==> src/rtl/word_lane_serializer.sv <==
// word_lane_serializer: captures one wide word through a valid/ready handshake
// and replays it as a stream of 16-bit lanes with a last-lane marker. The
// input is re-armed during the final lane so consecutive words flow without a
// bubble cycle.
// Optional feature macro: SER_MSB_FIRST_EN (send the most significant lane
// first); undefined by default, which sends the least significant lane first.

`ifndef PAR_GLB_DATA_BITS
`define PAR_GLB_DATA_BITS 64
`endif

module word_lane_serializer #(
    parameter int unsigned PAR_DATA_BITS = `PAR_GLB_DATA_BITS,
    parameter int unsigned PAR_LANE_BITS = 16
) (
    input  logic                                   ib_clk,
    input  logic                                   ib_rst,
    input  logic [PAR_DATA_BITS-1:0]               ivG_data,
    input  logic                                   ib_valid,
    output logic                                   ob_ready,
    output logic [PAR_LANE_BITS-1:0]               ovG_lane,
    output logic                                   ob_valid,
    input  logic                                   ib_ready,
    output logic                                   ob_last,
    output logic [$clog2(PAR_DATA_BITS/PAR_LANE_BITS)-1:0] ovG_index
);

    localparam int unsigned N     = PAR_DATA_BITS / PAR_LANE_BITS;
    localparam int unsigned IDX_W = $clog2(N);

    typedef enum logic {
        ST_IDLE = 1'b0,
        ST_SEND = 1'b1
    } state_e;

    state_e                   state_q, state_d;
    logic [PAR_DATA_BITS-1:0] r_word_q, r_word_d;
    logic [IDX_W-1:0]         r_idx_q, r_idx_d;

    logic                     idx_last;
    logic                     out_hs;
    logic [IDX_W-1:0]         lane_sel;
    logic [PAR_LANE_BITS-1:0] lanes [N];

    // Lane view of the held word, lane i occupying bits [16*i +: 16].
    for (genvar gi = 0; gi < int'(N); gi++) begin : g_lanes
        assign lanes[gi] = r_word_q[gi*int'(PAR_LANE_BITS) +: PAR_LANE_BITS];
    end

    // Map the running lane counter onto a physical lane of the word.
`ifdef SER_MSB_FIRST_EN
    assign lane_sel = IDX_W'(N - 1) - r_idx_q;
`else
    assign lane_sel = r_idx_q;
`endif

    // State, word and lane counter registers.
    always_ff @(posedge ib_clk or negedge ib_rst) begin
        if (!ib_rst) begin
            state_q  <= ST_IDLE;
            r_word_q <= '0;
            r_idx_q  <= '0;
        end else begin
            state_q  <= state_d;
            r_word_q <= r_word_d;
            r_idx_q  <= r_idx_d;
        end
    end

    // Next-state logic plus the ib_ready -> ob_ready pass-through.
    always_comb begin
        state_d  = state_q;
        r_word_d = r_word_q;
        r_idx_d  = r_idx_q;
        ob_ready = 1'b0;
        idx_last = (r_idx_q == IDX_W'(N - 1));
        out_hs   = 1'b0;

        case (state_q)
            ST_IDLE: begin
                ob_ready = 1'b1;
                if (ib_valid) begin
                    r_word_d = ivG_data;
                    r_idx_d  = '0;
                    state_d  = ST_SEND;
                end
            end
            ST_SEND: begin
                out_hs   = ib_ready;
                ob_ready = idx_last && ib_ready;
                if (out_hs) begin
                    if (!idx_last) begin
                        r_idx_d = r_idx_q + IDX_W'(1);
                    end else if (ib_valid) begin
                        // Last lane leaves while a new word arrives: reload.
                        r_word_d = ivG_data;
                        r_idx_d  = '0;
                    end else begin
                        r_idx_d = '0;
                        state_d = ST_IDLE;
                    end
                end
            end
            default: begin
                state_d = ST_IDLE;
            end
        endcase
    end

    // Output presentation is decoded straight from the registers.
    always_comb begin
        ob_valid  = (state_q == ST_SEND);
        ob_last   = ob_valid && idx_last;
        ovG_index = r_idx_q;
        ovG_lane  = lanes[lane_sel];
    end

endmodule

==> config.mk <==
export PLATFORM = sky130hd
export DESIGN_NAME = word_lane_serializer
export DESIGN_NICKNAME = d
export VERILOG_FILES = /design/src/rtl/word_lane_serializer.sv
export SDC_FILE = /design/constraint.sdc
export NUM_CORES = 1
export LEC_CHECK = 0
export CORE_ASPECT_RATIO = 0.9
export CORE_MARGIN = 2
export CORE_UTILIZATION = 35
export CTS_CLUSTER_DIAMETER = 150
export CTS_CLUSTER_SIZE = 40
export DETAILED_ROUTE_END_ITERATION = 10
export GPL_ROUTABILITY_DRIVEN = 0
export HOLD_SLACK_MARGIN = 0.02
export PLACE_DENSITY = 0.6
export SETUP_SLACK_MARGIN = 0.05
export SYNTH_ARGS = -nofsm -noshare
export SYNTH_HDL_FRONTEND = slang
export SYNTH_SLANG_ARGS = --single-unit
export TNS_END_PERCENT = 100
==> constraint.sdc <==
create_clock -name ib_clk -period 2 [get_ports ib_clk]
set_input_delay 0.4 -clock ib_clk [delete_from_list [all_inputs] [get_ports ib_clk]]
set_output_delay 0.4 -clock ib_clk [all_outputs]
set_load 0.02 [all_outputs]
==> metrics.yaml <==
yosysTopAreaCell: "dfrtp_1"
dieArea_mm2: 0.01193
synth_area_mm2: 0.003876
ant_nets: 0
ios: 89
crit_buf_inv: 2
worst_hold_path_type: "in2async"
vias: 2746
clock-sinks: 67
grtUsageTotal: 0.1732
path_clk_slew_ns: 0.06
die_y_um: 103.8
cap_violations: 0
slew_violations: 0
slew_headroom: 0.5933
final_layout_size_suffix_gt1_frac: 0.3317
fin_nets: 475
post-place-cells: 526
finalCriticalPeriod_ns: 1.979
fin_crit_sh: 0.9893
path_cells: "buf_12, mux4_2, buf_6"
port_buffers: 88
ys_seq_elements: 67
cp_slowest_cell: "mux4_2"
drt-initial-drc-count: 154
p_seq_frac: 0.292
grt_pass1_vias: 2944
grt_max_degree: 65
ys_types: 19
setup_violations: 0
grt_antenna_before_repair: 0
ys_warn_count: 0
cts_tree: "built"
path_class: "reg2out"
ff2ff_path_depth: 5
totalWireLength_mm: 9.881
wl_met3_um: 389
drc: 0
syn2layout_area_growth_pct: 35.89
synth_top_cell_area_share: 0.4325
p_comb_frac: 0.510
dr_wl_met2_mm: 4.809
rsz0062_at_grt: "yes"
synth_fp_nets: 390
pwr-share-clk: 0.198
fill_cells: 990
routedWlPerCell_um: 18.20
top_layer_used: "met4"
numCtsBuffers: 9
ir_worst_vdd_mv: 0.6914
status: "finished, final reports clean"
final.setup.worst_slack_ns: 0.02138
netSwitchingFraction: 0.3368
grt_pass1_wl_mm: 15.89
cp_top_family: "multiplexers"
crit_required_ns: 1.60
critPathMaxFanout: 9
fin_area_mm2: 0.005268
endpoint_kind: "output pin"
cts_max_path_buffers: 2
grt-ovfl-total: 0
place_hpwl_mm: 6.748
pwr_density_cell_mw_per_mm2: 1600
syn_area_per_cell_um2: 12.11
place_ws_ns: -0.06521
final_hold_viol_count: 0
cts-root-buf: "clkbuf_16"
hold_buffers: 0
fp.dieW_um: 114.9
dpl_cell_area_mm2: 0.004916
leakagePower_nw: 2.305
start_util: 0.3586
crit_arrival_ns: 1.58
wl_met1_mm: 4.620
vias_per_cell: 5.057
p_switching_mw: 2.839
fin_worst_skew_ns: 0.005599
finalPower_mw: 8.427
coreArea_mm2: 0.01081
ys_top_cells_by_area: "dfrtp_1 (43%), o32ai_2 (25%), mux4_2 (9.3%), nand2_1 (6.4%), inv_1 (6.2%)"
p_int_mw: 5.589
cp.depth: 3
critPathMaxStageDelay_ns: 0.52
clock_latency_ns: 0.33
diodes: 0
layout.cells.non_filler: 543
htreeDepth: 3
worst_pin_slew_ns: 0.6100
clock.fmax_ghz: 0.5054
syn_inst: 320
dr.pass1.iters: 4
rows: 36
yosysSeqAreaShare: 0.4325
cp-start-kind: "flip-flop"
==> final cells by class <==
| type | count | area, um^2 | area share |
|---|---|---|---|
| Clock inverter | 6 | 90.09 | 0.01710 |
| Tap cell | 133 | 166.4 | 0.03159 |
| Timing Repair Buffer | 106 | 1126 | 0.2138 |
| Multi-Input combinational cell | 157 | 1737 | 0.3297 |
| Clock buffer | 10 | 229.0 | 0.04347 |
| Inverter | 64 | 240.2 | 0.04561 |
| Sequential cell | 67 | 1679 | 0.3188 |
==> kinds of logic after synthesis <==
logic type | share of synthesized area
buffers and inverters | 0.1252
and+or+nand+nor | 0.07134
adders and majority gates | 0.006455
muxes | 0.09555
DFF | 0.4325
AOI/OAI and AO/OA | 0.2689
==> power groups by stage <==
stage / Combinational (mW) / Clock, mW / Sequential [mW]
after floorplan: 2.98 / 0 / 2.31
after global placement: 4.12 / 0 / 2.46
after detailed placement: 4.20 / 0 / 2.47
after CTS: 4.39 / 1.70 / 2.46
after global routing: 4.59 / 1.77 / 2.54
final: 4.30 / 1.67 / 2.46
==> Yosys cell counts (all sizes together) <==
cell type  instances
ha                 2
buf               26
nand2             66
a21boi             1
and3               1
nor2b              1
inv               64
and2               1
clkbuf             6
a32o               2
nor2               1
mux4              16
mux2i              1
dfrtp             67
o32ai             64
or2                1
==> sequential cells by signal (all words and copies together) (netlist names) <==
name and flops:
ob_valid 1, ovG_index 2, r_word_q 64
==> final timing paths <==
| kind | startpoint | end | slack, ns |
|---|---|---|---|
| worst max-delay path | ovG_index[0] | ovG_lane[12] | 0.02 |
| worst min-delay path | ib_rst | r_word_q[30] | 0.08 |
| worst max register to register | ovG_index[0] | r_word_q[23] | 0.34 |
| worst min register to register | r_word_q[62] | r_word_q[62] | 0.55 |
| max in group asynchronous | ib_rst | ob_valid | 1.31 |
| min in group ib_clk | ib_valid | ob_valid | 0.37 |
==> through the flow <==
step,utilization,hold WS (ns),TNS (ns)
final,0.4873,0.08097,0
after CTS,0.4891,0.09792,-0.1097
after global routing,0.4873,0.1211,-0.2531
after detailed placement,0.4547,0.4459,-0.7318
after global placement,0.4547,0.4561,-0.5478
after floorplan,-,0.1044,0
==> placed cells by master (no fill, tap or decap), types with 3 or more instances in the layout <==
cell type / synthesis / final
buf_12: 0 / 8
buf_2: 10 / 3
buf_4: 2 / 9
buf_6: 14 / 18
clkbuf_16: 0 / 9
clkdlybuf4s50_1: 0 / 68
dfrtp_1: 67 / 65
inv_1: 64 / 64
mux4_2: 16 / 16
nand2_1: 66 / 66
o32ai_1: 4 / 4
o32ai_2: 60 / 60
==> per-layer routing <==
layer  track usage  up-vias
met1        0.2435     1376
met4       0.03873        0
met5             0        -
met3       0.03686        9
met2        0.2744       66
li1              -     1295
==> timing repair <==
action,CTS,global route
resized for setup,108,3
endpoints found under the hold margin,0,0
endpoints found under the setup margin,19,20
pin swaps,0,0
cloned,1,0
buffers inserted,1,0
(Power assumes the default switching activity.)
